--- config.mk ---
export PLATFORM = sky130hd
export DESIGN_NAME = ring_fifo
export DESIGN_NICKNAME = d
export VERILOG_FILES = /design/src/rtl/ring_fifo.sv
export SDC_FILE = /design/constraint.sdc
export NUM_CORES = 1
export LEC_CHECK = 0
export ABC_AREA = 1
export CORE_MARGIN = 1
export CORE_UTILIZATION = 57
export CTS_CLUSTER_DIAMETER = 30
export DETAILED_ROUTE_END_ITERATION = 10
export PLACE_DENSITY = 0.94
export REMOVE_ABC_BUFFERS = 1
export SLEW_MARGIN = 20
export SYNTH_ARGS = -nofsm -noshare
export SYNTH_HDL_FRONTEND = slang
export SYNTH_SLANG_ARGS = --single-unit
--- constraint.sdc ---
create_clock -name clk -period 2.8 [get_ports clk]
set_input_delay 0.7 -clock clk [delete_from_list [all_inputs] [get_ports clk]]
set_output_delay 0.7 -clock clk [all_outputs]
set_load 0.02 [all_outputs]
--- src/rtl/ring_fifo.sv ---
// Single-clock circular FIFO with registered read data, occupancy-decoded status
// flags and sticky overflow/underflow error flags.
module ring_fifo #(
    parameter int WIDTH        = 8,
    parameter int DEPTH        = 4,
    parameter int AFULL_LEVEL  = DEPTH - 1,
    parameter int AEMPTY_LEVEL = 1
) (
    input  logic                     clk,
    input  logic                     reset,
    input  logic                     writeEnable,
    input  logic [WIDTH-1:0]         data,
    output logic                     writeAck,
    input  logic                     readEnable,
    output logic                     dataReadAck,
    output logic [WIDTH-1:0]         dataRead,
    input  logic                     flush,
    input  logic                     clearErrors,
    output logic [$clog2(DEPTH):0]   bufferLength,
    output logic                     full,
    output logic                     empty,
    output logic                     almostFull,
    output logic                     almostEmpty,
    output logic                     overflow,
    output logic                     underflow
);

    localparam int AW = $clog2(DEPTH);
    localparam int CW = AW + 1;
    localparam logic [CW-1:0] FULL_CNT   = CW'(DEPTH);
    localparam logic [CW-1:0] AFULL_CNT  = CW'(AFULL_LEVEL);
    localparam logic [CW-1:0] AEMPTY_CNT = CW'(AEMPTY_LEVEL);

    logic [WIDTH-1:0] mem [DEPTH];
    logic [AW-1:0]    wptr;
    logic [AW-1:0]    rptr;
    logic             rd_ok;
    logic             wr_ok;
    logic             rd_err;
    logic             wr_err;

    // A full FIFO still accepts a write when a read frees the head slot at the same edge.
    always_comb begin
        rd_ok  = readEnable && !flush && (bufferLength != '0);
        wr_ok  = writeEnable && !flush && ((bufferLength != FULL_CNT) || rd_ok);
        rd_err = readEnable && !flush && !rd_ok;
        wr_err = writeEnable && !flush && !wr_ok;
    end

    always_comb begin
        full        = (bufferLength == FULL_CNT);
        empty       = (bufferLength == '0);
        almostFull  = (bufferLength >= AFULL_CNT);
        almostEmpty = (bufferLength <= AEMPTY_CNT);
    end

    // Storage is deliberately left out of reset and flush.
    always_ff @(posedge clk) begin
        if (!reset && wr_ok) begin
            mem[wptr] <= data;
        end
    end

    always_ff @(posedge clk) begin
        if (reset) begin
            wptr         <= '0;
            rptr         <= '0;
            bufferLength <= '0;
            writeAck     <= 1'b0;
            dataReadAck  <= 1'b0;
            dataRead     <= '0;
            overflow     <= 1'b0;
            underflow    <= 1'b0;
        end else if (flush) begin
            wptr         <= '0;
            rptr         <= '0;
            bufferLength <= '0;
            writeAck     <= 1'b0;
            dataReadAck  <= 1'b0;
        end else begin
            writeAck    <= wr_ok;
            dataReadAck <= rd_ok;
            if (wr_ok) begin
                wptr <= wptr + 1'b1;
            end
            if (rd_ok) begin
                rptr     <= rptr + 1'b1;
                dataRead <= mem[rptr];
            end
            if (wr_ok && !rd_ok) begin
                bufferLength <= bufferLength + 1'b1;
            end else if (rd_ok && !wr_ok) begin
                bufferLength <= bufferLength - 1'b1;
            end
            overflow  <= wr_err || (overflow && !clearErrors);
            underflow <= rd_err || (underflow && !clearErrors);
        end
    end

endmodule

==> impl_metrics.ini, run 1 <==
[outcome]
outcome = finished, final reports clean

[drt]
vias_per_cell = 5.163
via_count = 1652
first_iter_violations = 160
wl_per_cell_um = 14.00
firstDrtPassIters = 4
route.antenna.remaining_nets = 0
route.detailed.drc = 0
wl_mm = 4.481

[critical_path]
cpMostUsedCell = inv_1
crit_slowest_cell = clkdlybuf4s50_1
arrival_ns = 1.85
critPathLaunchType = register
cp-end-kind = primary output
critPathRequiredTime_ns = 2.10
criticalPathCategory = register to primary output
crit_path_max_incr_delay_ns = 0.62
critPathMaxFanout = 6
path_cells = inv_1, ha_1, nand2_1, inv_1, clkdlybuf4s50_1

[logic_synthesis]
synthArstFlopShare_pct = 0
postSynthAreaPerCell_um2 = 9.526
ys_seq_elements = 51
synth_area_leaders = edfxtp_1 43%, dfxtp_1 17%, nand2_1 12%
yosysTopAreaCell = edfxtp_1
yosys-top-cells-count = 71 x nand2_1, 32 x edfxtp_1, 29 x inv_1, 19 x dfxtp_1
synth.top_cell.area_share_pct = 43.29
synthDistinctLibCells = 18
ys_seq_area_share_pct = 60.43
synth-main-ff-cell = edfxtp_1
synth_edf_count = 32
synth.most_common_cell = nand2_1
yosysWarnings = 0
syn-cell-area_um2 = 2220
synthCells = 233

[placed_design]
place_congestion = 0.7547
dp_hpwl_mm = 3.013
dpl_worst_slack_ns = 0.3408
io_buffers = 32

[cells_and_area]
synthToLayoutAreaGrowth_pct = 22.44
num-fill-cells = 244
seq_area_um2 = 1341
antenna_cells = 0
nets = 295
multi_input_area_um2 = 710.7
drive_gt1_share_pct = 7.721

[timing]
slew_headroom_pct = 56.21
max_freq_mhz = 392.3
worst_pin_slew_ns = 0.6560
post-route-period-util_pct = 91.03
finalHoldViolations = 0
maxSlewViolCount = 0
finClkSkew_ns = 0.01109
finalSetupViolCount = 0
rsz0062_at_grt = no
fin_setup_tns_ns = 0
min_period_ns = 2.549
final.setup.worst_slack_ns = 0.2512

[clocking]
cts_tree = done
root_buffer = clkbuf_8
cts_setup_buffers = 0
cts_hold_buf = 0
cts_inserted_buffers = 5
cts_resized = 0
clock-sinks = 51
clock_latency_ns = 0.30
clk_path_buf_depth = 2
h-tree-depth = 2
clk_pin_slew_ns = 0.09

[grt]
grt_pass1_wl_mm = 7.645
track_usage_pct = 25.07
grt_antenna_before_repair = 0
grt_pass1_vias = 1661
grt.overflow.total = 0
grt_max_degree = 20

[power]
seqPwrFrac_pct = 53.6
power_density_nw_per_um2 = 565.8
comb_power_share_pct = 10.6
p_leak_uw = 0.001121
p_sw_uw = 332.9
swShare_pct = 21.65
p_clk_share_pct = 35.8
vdd_ir_drop_max_v = 0.0005725
p_int_uw = 1205

[floorplan]
start_util_pct = 60.18
rows = 22
io_pins = 33
die_w_um = 64.40
design.die.area_um2 = 4147
core_um2 = 3689
die_h_um = 64.40

[hold_path]
min_path_type = register to register

[job]
maxCapViolCount = 0
through the flow:
stage	hold WS [ns]	std cells	instance area (µm²)	util [%]	power (µW)
2_1_floorplan	0.5033	228	2176	-	924.6
3_3_place_gp	0.4736	312	2586	70.12	992.8
3_5_place_dp	0.4847	312	2586	70.12	1000
4_1_cts	0.5038	320	2718	73.68	1546
5_1_grt	0.5304	320	2718	73.68	1603
6_report	0.5030	320	2718	73.68	1537
power groups by stage:
stage	logic, µW	clock network [µW]	registers [µW]
3_3_place_gp	152	0	840
2_1_floorplan	71.7	0	853
5_1_grt	179	597	826
3_5_place_dp	159	0	842
4_1_cts	163	559	824
6_report	163	550	824
state kept, by name, indices dropped and copies added (netlist names):
register      cells
mem              32
wptr              2
dataReadAck       1
underflow         1
writeAck          1
overflow          1
rptr              2
bufferLength      3
dataRead          8
cells in the final DEF, fill, tap and decap left out:
master | Yosys | layout
clkinv_1 | 1 | 1
nand2_1 | 71 | 71
nor2_1 | 12 | 12
clkbuf_8 | 0 | 5
inv_2 | 3 | 3
clkbuf_16 | 0 | 1
nand2_2 | 3 | 3
nand3b_1 | 1 | 1
clkdlybuf4s50_1 | 0 | 32
inv_1 | 29 | 29
clkinvlp_4 | 0 | 1
edfxtp_1 | 32 | 32
o21ai_0 | 7 | 7
nand3_1 | 18 | 18
buf_4 | 0 | 4
nor2_4 | 1 | 1
ha_1 | 10 | 10
dfxtp_1 | 19 | 19
a21oi_1 | 18 | 18
bufinv_16 | 0 | 1
nor2_2 | 2 | 2
xnor2_1 | 1 | 1
cell families after synthesis:
group / count (synthesis) / synth area share (%)
AO/OA/AOI/OAI: 25 / 5.637
XOR/XNOR: 1 / 0.3947
adder cells (fa/ha/maj): 10 / 5.637
buffers and inverters: 38 / 7.553
flip-flops: 51 / 60.43
AND/OR/NAND/NOR: 108 / 20.35
layout make-up:
type	count	share of cell area, %
multi-input combinational	144	26.15
clock buffer	6	3.453
inverter	33	4.558
clock inverter	2	1.381
sequential	51	49.36
timing repair buffer	36	12.89
tap	48	2.210
critical path, delay by kind of cell, from the launching register on:
| kind | cells | cell delay [ns] |
|---|---|---|
| adders and majority gates | 1 | 0.22 |
| buffers and inverters | 3 | 0.91 |
| DFF | 1 | 0.36 |
| and+or+nand+nor | 1 | 0.07 |
layer usage:
layer  routed length [µm]  track usage [%]  share of wire (%)  vias up
met5                    0                0                  0        -
met4                  114            10.28                2.5        0
met3                  336            6.250                7.5       13
met2                 2371            41.71                 53       68
met1                 1659            31.01                 37      751
li1                     -                -                  -      820
path summary, 6_finish.rpt:
| path | cells past startpoint | start | end | slack [ns] |
|---|---|---|---|---|
| worst min register to register | 2 | overflow | overflow | 0.50 |
| worst max-delay path | 5 | bufferLength[0] | full | 0.25 |
| worst min-delay path | 2 | overflow | overflow | 0.50 |
| worst max register to register | 12 | bufferLength[0] | bufferLength[2] | 0.82 |
No activity file was read; power rests on OpenSTA's default activity.
==> run 2: changes to the inputs <==
CORE_MARGIN = default   (was 1)
SETUP_SLACK_MARGIN = 0.05   (was default)
==> results of run 2 <==
Final layout, timing and power as in run 1 (identical DEF).
==> run 3: changes to the inputs <==
SETUP_SLACK_MARGIN = default   (was 0.05)
SKIP_CTS_REPAIR_TIMING = 1   (was default)
==> results of run 3 <==
Final layout, timing and power as in run 1 (identical DEF).
